`config.mk`:
```
export PLATFORM = sky130hd
export DESIGN_NAME = logic_accum_flat
export DESIGN_NICKNAME = d
export VERILOG_FILES = /design/src/rtl/logic_accum_if.sv /design/src/rtl/logic_accum.sv /design/src/flat_wrapper.sv
export SDC_FILE = /design/constraint.sdc
export NUM_CORES = 1
export LEC_CHECK = 0
export CAP_MARGIN = 25
export CELL_PAD_IN_SITES_DETAIL_PLACEMENT = 2
export CELL_PAD_IN_SITES_GLOBAL_PLACEMENT = 2
export CORE_MARGIN = 5
export CORE_UTILIZATION = 36
export DETAILED_ROUTE_END_ITERATION = 8
export GPL_ROUTABILITY_DRIVEN = 0
export GPL_TIMING_DRIVEN = 0
export PLACE_DENSITY = 0.92
export SETUP_SLACK_MARGIN = 0.3
export SLEW_MARGIN = 25
export SYNTH_ARGS = -nofsm -noshare
export SYNTH_HDL_FRONTEND = slang
export SYNTH_SLANG_ARGS = --single-unit
```
`constraint.sdc`:
```
create_clock -name clk -period 3.2 [get_ports clk]
set_clock_uncertainty 0.2 [all_clocks]
set_input_delay 0.64 -clock clk [delete_from_list [all_inputs] [get_ports clk]]
set_output_delay 0.64 -clock clk [all_outputs]
set_load 0.05 [all_outputs]
```
`src/rtl/logic_accum_if.sv`:
```
`default_nettype none
// ============================================================================
// Module   : logic_accum_if
// Purpose  : Bundles the operand stream (op, in_valid/in_ready, in_data,
//            in_last) and the result stream (out_valid/out_ready, out_data,
//            out_count, out_overflow) of logic_accum.
// Modports : master - producer/consumer side (drives operands and out_ready)
//            slave  - accumulator side (drives in_ready and the result)
// Revision : 1.0 - initial release
// ============================================================================
interface logic_accum_if #(
    parameter int WIDTH = 8,
    parameter int CNT_W = 8
);
    logic [1:0]       op;
    logic             in_valid;
    logic             in_ready;
    logic [WIDTH-1:0] in_data;
    logic             in_last;
    logic             out_valid;
    logic             out_ready;
    logic [WIDTH-1:0] out_data;
    logic [CNT_W-1:0] out_count;
    logic             out_overflow;

    modport master (
        output op, in_valid, in_data, in_last, out_ready,
        input  in_ready, out_valid, out_data, out_count, out_overflow
    );

    modport slave (
        input  op, in_valid, in_data, in_last, out_ready,
        output in_ready, out_valid, out_data, out_count, out_overflow
    );
endinterface
`default_nettype wire

```
`src/rtl/logic_accum.sv`:
```
`default_nettype none
// ============================================================================
// Module   : logic_accum
// Purpose  : Streaming bitwise accumulator. Folds each packet of WIDTH-bit
//            operands with AND / OR / XOR / NAND (op latched on the first
//            beat), counts beats with a saturating counter and presents one
//            registered result per packet on a valid/ready output.
// Ports    : clk   - rising-edge clock
//            rst_n - asynchronous active-low reset
//            bus   - logic_accum_if.slave (operand and result streams)
// Revision : 1.0 - initial release
// ============================================================================
module logic_accum #(
    parameter int WIDTH = 8,
    parameter int CNT_W = 8
) (
    input  logic          clk,
    input  logic          rst_n,
    logic_accum_if.slave  bus
);

    localparam logic [CNT_W-1:0] C_CNT_MAX = '1;
    localparam logic [CNT_W-1:0] C_CNT_ONE = CNT_W'(1);
    localparam logic [1:0]       C_OP_OR   = 2'b01;
    localparam logic [1:0]       C_OP_XOR  = 2'b10;
    localparam logic [1:0]       C_OP_NAND = 2'b11;

    typedef enum logic [0:0] {
        S_IDLE  = 1'b0,
        S_ACCUM = 1'b1
    } state_t;

    state_t           r_state;
    state_t           w_state_next;

    logic [WIDTH-1:0] r_acc;
    logic [CNT_W-1:0] r_cnt;
    logic             r_ovf;
    logic [1:0]       r_op_q;

    logic             r_out_valid;
    logic [WIDTH-1:0] r_out_data;
    logic [CNT_W-1:0] r_out_count;
    logic             r_out_overflow;

    logic             w_in_ready;
    logic             w_accept;
    logic [1:0]       w_op_eff;
    logic [WIDTH-1:0] w_acc_next;
    logic [CNT_W-1:0] w_cnt_next;
    logic             w_ovf_next;
    logic [WIDTH-1:0] w_result;

    // A beat may enter whenever the output slot is free or being drained
    // this cycle; this gives a combinational out_ready -> in_ready path.
    assign w_in_ready = !r_out_valid || bus.out_ready;
    assign w_accept   = bus.in_valid && w_in_ready;

    // Candidate accumulator values if the current beat is accepted. In IDLE
    // the beat opens a packet, so the live op is used; in ACCUM the op
    // captured at packet start governs the fold.
    always_comb begin
        w_state_next = r_state;
        w_op_eff     = r_op_q;
        w_acc_next   = r_acc;
        w_cnt_next   = r_cnt;
        w_ovf_next   = r_ovf;

        if (r_state == S_IDLE) begin
            w_op_eff   = bus.op;
            w_acc_next = bus.in_data;
            w_cnt_next = C_CNT_ONE;
            w_ovf_next = 1'b0;
        end else begin
            case (r_op_q)
                C_OP_OR:  w_acc_next = r_acc | bus.in_data;
                C_OP_XOR: w_acc_next = r_acc ^ bus.in_data;
                default:  w_acc_next = r_acc & bus.in_data; // AND and NAND
            endcase
            // Saturate the count; remember that an increment was lost.
            w_cnt_next = (r_cnt == C_CNT_MAX) ? r_cnt : (r_cnt + C_CNT_ONE);
            w_ovf_next = r_ovf || (r_cnt == C_CNT_MAX);
        end

        // NAND is an AND fold with the final value inverted.
        w_result = (w_op_eff == C_OP_NAND) ? ~w_acc_next : w_acc_next;

        if (w_accept) begin
            w_state_next = bus.in_last ? S_IDLE : S_ACCUM;
        end
    end

    always_ff @(posedge clk or negedge rst_n) begin
        if (!rst_n) begin
            r_state <= S_IDLE;
        end else begin
            r_state <= w_state_next;
        end
    end

    always_ff @(posedge clk or negedge rst_n) begin
        if (!rst_n) begin
            r_acc  <= '0;
            r_cnt  <= '0;
            r_ovf  <= 1'b0;
            r_op_q <= 2'b00;
        end else if (w_accept) begin
            r_acc  <= w_acc_next;
            r_cnt  <= w_cnt_next;
            r_ovf  <= w_ovf_next;
            r_op_q <= w_op_eff;
        end
    end

    // Output slot: a last beat always (re)loads it, which covers the case of
    // draining the old result and loading a new one in the same cycle.
    always_ff @(posedge clk or negedge rst_n) begin
        if (!rst_n) begin
            r_out_valid    <= 1'b0;
            r_out_data     <= '0;
            r_out_count    <= '0;
            r_out_overflow <= 1'b0;
        end else if (w_accept && bus.in_last) begin
            r_out_valid    <= 1'b1;
            r_out_data     <= w_result;
            r_out_count    <= w_cnt_next;
            r_out_overflow <= w_ovf_next;
        end else if (bus.out_ready) begin
            r_out_valid    <= 1'b0;
        end
    end

    assign bus.in_ready     = w_in_ready;
    assign bus.out_valid    = r_out_valid;
    assign bus.out_data     = r_out_data;
    assign bus.out_count    = r_out_count;
    assign bus.out_overflow = r_out_overflow;

endmodule
`default_nettype wire

```
`src/flat_wrapper.sv`:
```
// flat-port wrapper written by rule: the top's interface ports become plain ports
module logic_accum_flat 
#(
    parameter int WIDTH = 8,
    parameter int CNT_W = 8
)
  (clk, rst_n, bus_op, bus_in_valid, bus_in_data, bus_in_last, bus_out_ready, bus_in_ready, bus_out_valid, bus_out_data, bus_out_count, bus_out_overflow);
  logic_accum_if #(.WIDTH(WIDTH), .CNT_W(CNT_W)) bus_i ();
  input  logic clk;
  input  logic rst_n;
  input wire logic [$bits(bus_i.op)-1:0] bus_op;
  input wire logic [$bits(bus_i.in_valid)-1:0] bus_in_valid;
  input wire logic [$bits(bus_i.in_data)-1:0] bus_in_data;
  input wire logic [$bits(bus_i.in_last)-1:0] bus_in_last;
  input wire logic [$bits(bus_i.out_ready)-1:0] bus_out_ready;
  output wire logic [$bits(bus_i.in_ready)-1:0] bus_in_ready;
  output wire logic [$bits(bus_i.out_valid)-1:0] bus_out_valid;
  output wire logic [$bits(bus_i.out_data)-1:0] bus_out_data;
  output wire logic [$bits(bus_i.out_count)-1:0] bus_out_count;
  output wire logic [$bits(bus_i.out_overflow)-1:0] bus_out_overflow;
  assign bus_i.op = bus_op;
  assign bus_i.in_valid = bus_in_valid;
  assign bus_i.in_data = bus_in_data;
  assign bus_i.in_last = bus_in_last;
  assign bus_i.out_ready = bus_out_ready;
  assign bus_in_ready = bus_i.in_ready;
  assign bus_out_valid = bus_i.out_valid;
  assign bus_out_data = bus_i.out_data;
  assign bus_out_count = bus_i.out_count;
  assign bus_out_overflow = bus_i.out_overflow;
  logic_accum #(.WIDTH(WIDTH), .CNT_W(CNT_W)) u_core (.clk(clk), .rst_n(rst_n), .bus(bus_i));
endmodule
```
==> metrics.txt <==
maximum vdd drop=0.4578 mV; post-CTS setup buffers=0; number of search-and-repair iterations in the first detailed-routing pass=4; worst reg2reg endpoint=u_core.bus.out_data[4]$_DFFE_PN0P_; most used flip-flop cell after synthesis=dfrtp_1; critical path endpoint=bus_in_ready; Leak Pwr=approximately 0.0013 uW; slack of the worst reg-to-reg path=0.88 ns; post-detailed-route wirelength per cell=about 20 um; Worst Path Class, Setup=input port to output port; wire length of the first global-routing pass=between 10000 and 15000 um; Inserted Diodes=0; Net Count, Synth=roughly 280; worst setup path startpoint=bus_out_ready; Crit. End Element=output port; vertical die dimension=~90 um; H-tree depth=2; total gr overflow=0; result of the run=finished clean; worst-path maximum fanout=8; post-layout min period=2.711 ns; maximum number of pins on one net before global-route repair=25; required time of the critical path=roughly 2.4 ns; buffer type at the clock tree root=clkbuf_8; synthesized netlist cell count=250; count of state elements after synthesis=38; Synth-to-Final Area Change=22.35%; effective utilization at floorplan=a little under two fifths; net total in the final layout=325; share of the clock period used by the worst path after layout=around 85%; clock latency at the later pin of the worst-skew pair=roughly 0.30 ns; measured slew at the worst slew-check pin=0.6831 ns; Yosys Warn Count=0; number of buffers added by the clock tree synthesis step=5; antenna violations before repair=0; number of port buffers=33; CTS Sinks=38; Reg2Reg Launch Point=u_core.r_op_q[0]$_DFFE_PN0P_; DRC violation count after routing=0; Post-synth EDFFs=0; RSZ-0062 raised after global routing=false; hpwl dp=around 5500 um; standard-cell row count=29; Synth Area per Inst=between 9 and 10 um2; via count of the first global-routing pass=approximately 2300; FMAX=between 0.3 and 0.4 GHz; core region area=around 0.0063 mm2; number of buffers on the longest clock path=2; total number of vias=between 2000 and 2500; depth of the worst register-to-register path=6; drt total wl=7432 um; P per Cell Area=770.4 mW/mm2; Total GRT Usage=18.28%; chip width=approximately 90 um; floorplan die area=roughly 0.0082 mm2; fin. max-slew vios=0; commonest non-fill, non-tap cell in the layout=dfrtp_1; number of setup violations in the final report=0; Worst Hold Margin=about 0.052 ns; sequential fraction of the synthesis area=between 40% and 50%; share of cells above drive strength 1=between 7 and 8%; number of different library cells in the post-synthesis netlist=44; proportion of synthesized flip-flops having asynchronous set or reset=100.0%; Max-slew headroom=around 54%; Post-Synthesis Cell Area=about 0.0023 mm2; Worst EP arrival=approximately 1.9 ns; CP startpoint kind=input port; most frequent cells in the layout=38 x dfrtp_1, 31 x clkdlybuf4s50_1, 28 x inv_1, 27 x nand2_1, 22 x o21ai_0; CTS tree=yes; DRC violation total after the first TritonRoute iteration=53; routed via count divided by cell count=5.796; Top Ports=34; final count of hold timing violations=0; Setup TNS=0 ns; hold crit path type=input port to async pin; Max-cap violations=0; clock transition at the registers of the reported paths=approximately 0.080 ns; post-route ant nets=0
-- critical path, cell delays in order --
cell,delay (ns)
clkdlybuf4s50_1,0.46
nand2b_1,0.09
buf_4,0.14
dlygate4sd2_1,0.54
-- layer usage --
metal  vias up  global-route usage (%)  part of all wire, %
met3         6                   2.167                  2.9
met1      1108                   23.23                   46
met4         0                   6.203                 0.97
met2        33                   31.95                   50
li1        986                       -                    -
met5         -                       0                    0
-- final cells by class --
class / count / area [um2]
Fill cell: 714 / 3471
Multi-Input combinational cell: 170 / 1190
Sequential cell: 38 / 950.9
Timing Repair Buffer: 34 / 344.1
Inverter: 28 / 105.1
Tap cell: 77 / 96.34
Buffer: 14 / 77.57
Clock buffer: 5 / 68.82
Clock inverter: 2 / 10.01
-- per-stage QoR --
step                      area (um2)  power [uW]  cells  worst slack, ns  util [%]
after floorplan                 2323        1463    250            1.114         -
after global placement          2750        1773    360           0.2335     43.56
after detailed placement        2765        1861    361           0.2028     43.80
after CTS                       2843        2197    368           0.4732     45.03
after global routing            2843        2313    368           0.4261     45.03
final                           2843        2190    368           0.4894     45.03
-- synthesized netlist by cell type, types with 2 or more instances --
| library cell | n | area (um2) |
|---|---|---|
| dfrtp_1 | 38 | 950.9 |
| inv_1 | 28 | 105.1 |
| nand2_1 | 27 | 101.4 |
| o21ai_0 | 22 | 110.1 |
| ha_1 | 19 | 237.7 |
| a221o_1 | 14 | 140.1 |
| nor2_1 | 14 | 52.55 |
| a21oi_1 | 12 | 60.06 |
| and4b_1 | 6 | 60.06 |
| o221ai_1 | 6 | 52.55 |
| o22ai_1 | 6 | 37.54 |
| buf_2 | 5 | 25.02 |
| clkbuf_1 | 5 | 18.77 |
| nand3_1 | 5 | 25.02 |
| and2_1 | 3 | 18.77 |
| and3_1 | 3 | 18.77 |
| and3_2 | 3 | 22.52 |
| a31oi_1 | 2 | 12.51 |
| buf_6 | 2 | 22.52 |
| mux2_2 | 2 | 22.52 |
| nand2b_1 | 2 | 12.51 |
| nand4_1 | 2 | 12.51 |
| o2111ai_1 | 2 | 17.52 |
| o31ai_1 | 2 | 15.01 |
-- how the worst min path moves through the flow --
stage,start,end,slack (ns),cells past startpoint
2_1_floorplan,rst_n,u_core.bus.out_count[0]$_DFFE_PN0P_,0.14,0
3_3_place_gp,u_core.bus.out_count[2]$_DFFE_PN0P_,u_core.bus.out_count[2]$_DFFE_PN0P_,0.25,2
3_5_place_dp,u_core.bus.out_count[2]$_DFFE_PN0P_,u_core.bus.out_count[2]$_DFFE_PN0P_,0.26,2
4_1_cts,rst_n,u_core.r_cnt[6]$_DFFE_PN0P_,0.06,1
5_1_grt,rst_n,u_core.bus.out_count[2]$_DFFE_PN0P_,0.08,1
6_report,rst_n,u_core.r_cnt[6]$_DFFE_PN0P_,0.05,1
-- what timing repair did --
action	in CTS	in global routing
setup endpoints to repair	1	0
resized for setup	1	0
hold buffers	0	0
endpoints found under the hold margin	0	0
-- sequential cells by signal, indices dropped and copies added, names as in the netlist --
signal                   cells
u_core.bus.out_count         8
u_core.bus.out_data          8
u_core.bus.out_overflow      1
u_core.bus.out_valid         1
u_core.r_acc                 8
u_core.r_cnt                 8
u_core.r_op_q                2
u_core.r_ovf                 1
u_core.r_state               1
-- logic make-up (layout without fill, tap and decap cells) --
logic type / after synthesis / after routing / synth area share [%]
AOI/OAI and AO/OA: 75 / 75 / 22.62
and+or+nand+nor: 72 / 72 / 16.59
buffers and inverters: 42 / 83 / 7.862
DFF: 38 / 38 / 40.93
adders and majority gates: 19 / 19 / 10.23
muxes: 3 / 3 / 1.400
xor gates and xnor gates: 1 / 1 / 0.3770
-- power by group --
part           switching (uW)  internal [uW]
Clock                     188            147
Sequential                141            628
Combinational             678            408
Total                    1010           1180
Power figures use the tool's default switching activity.
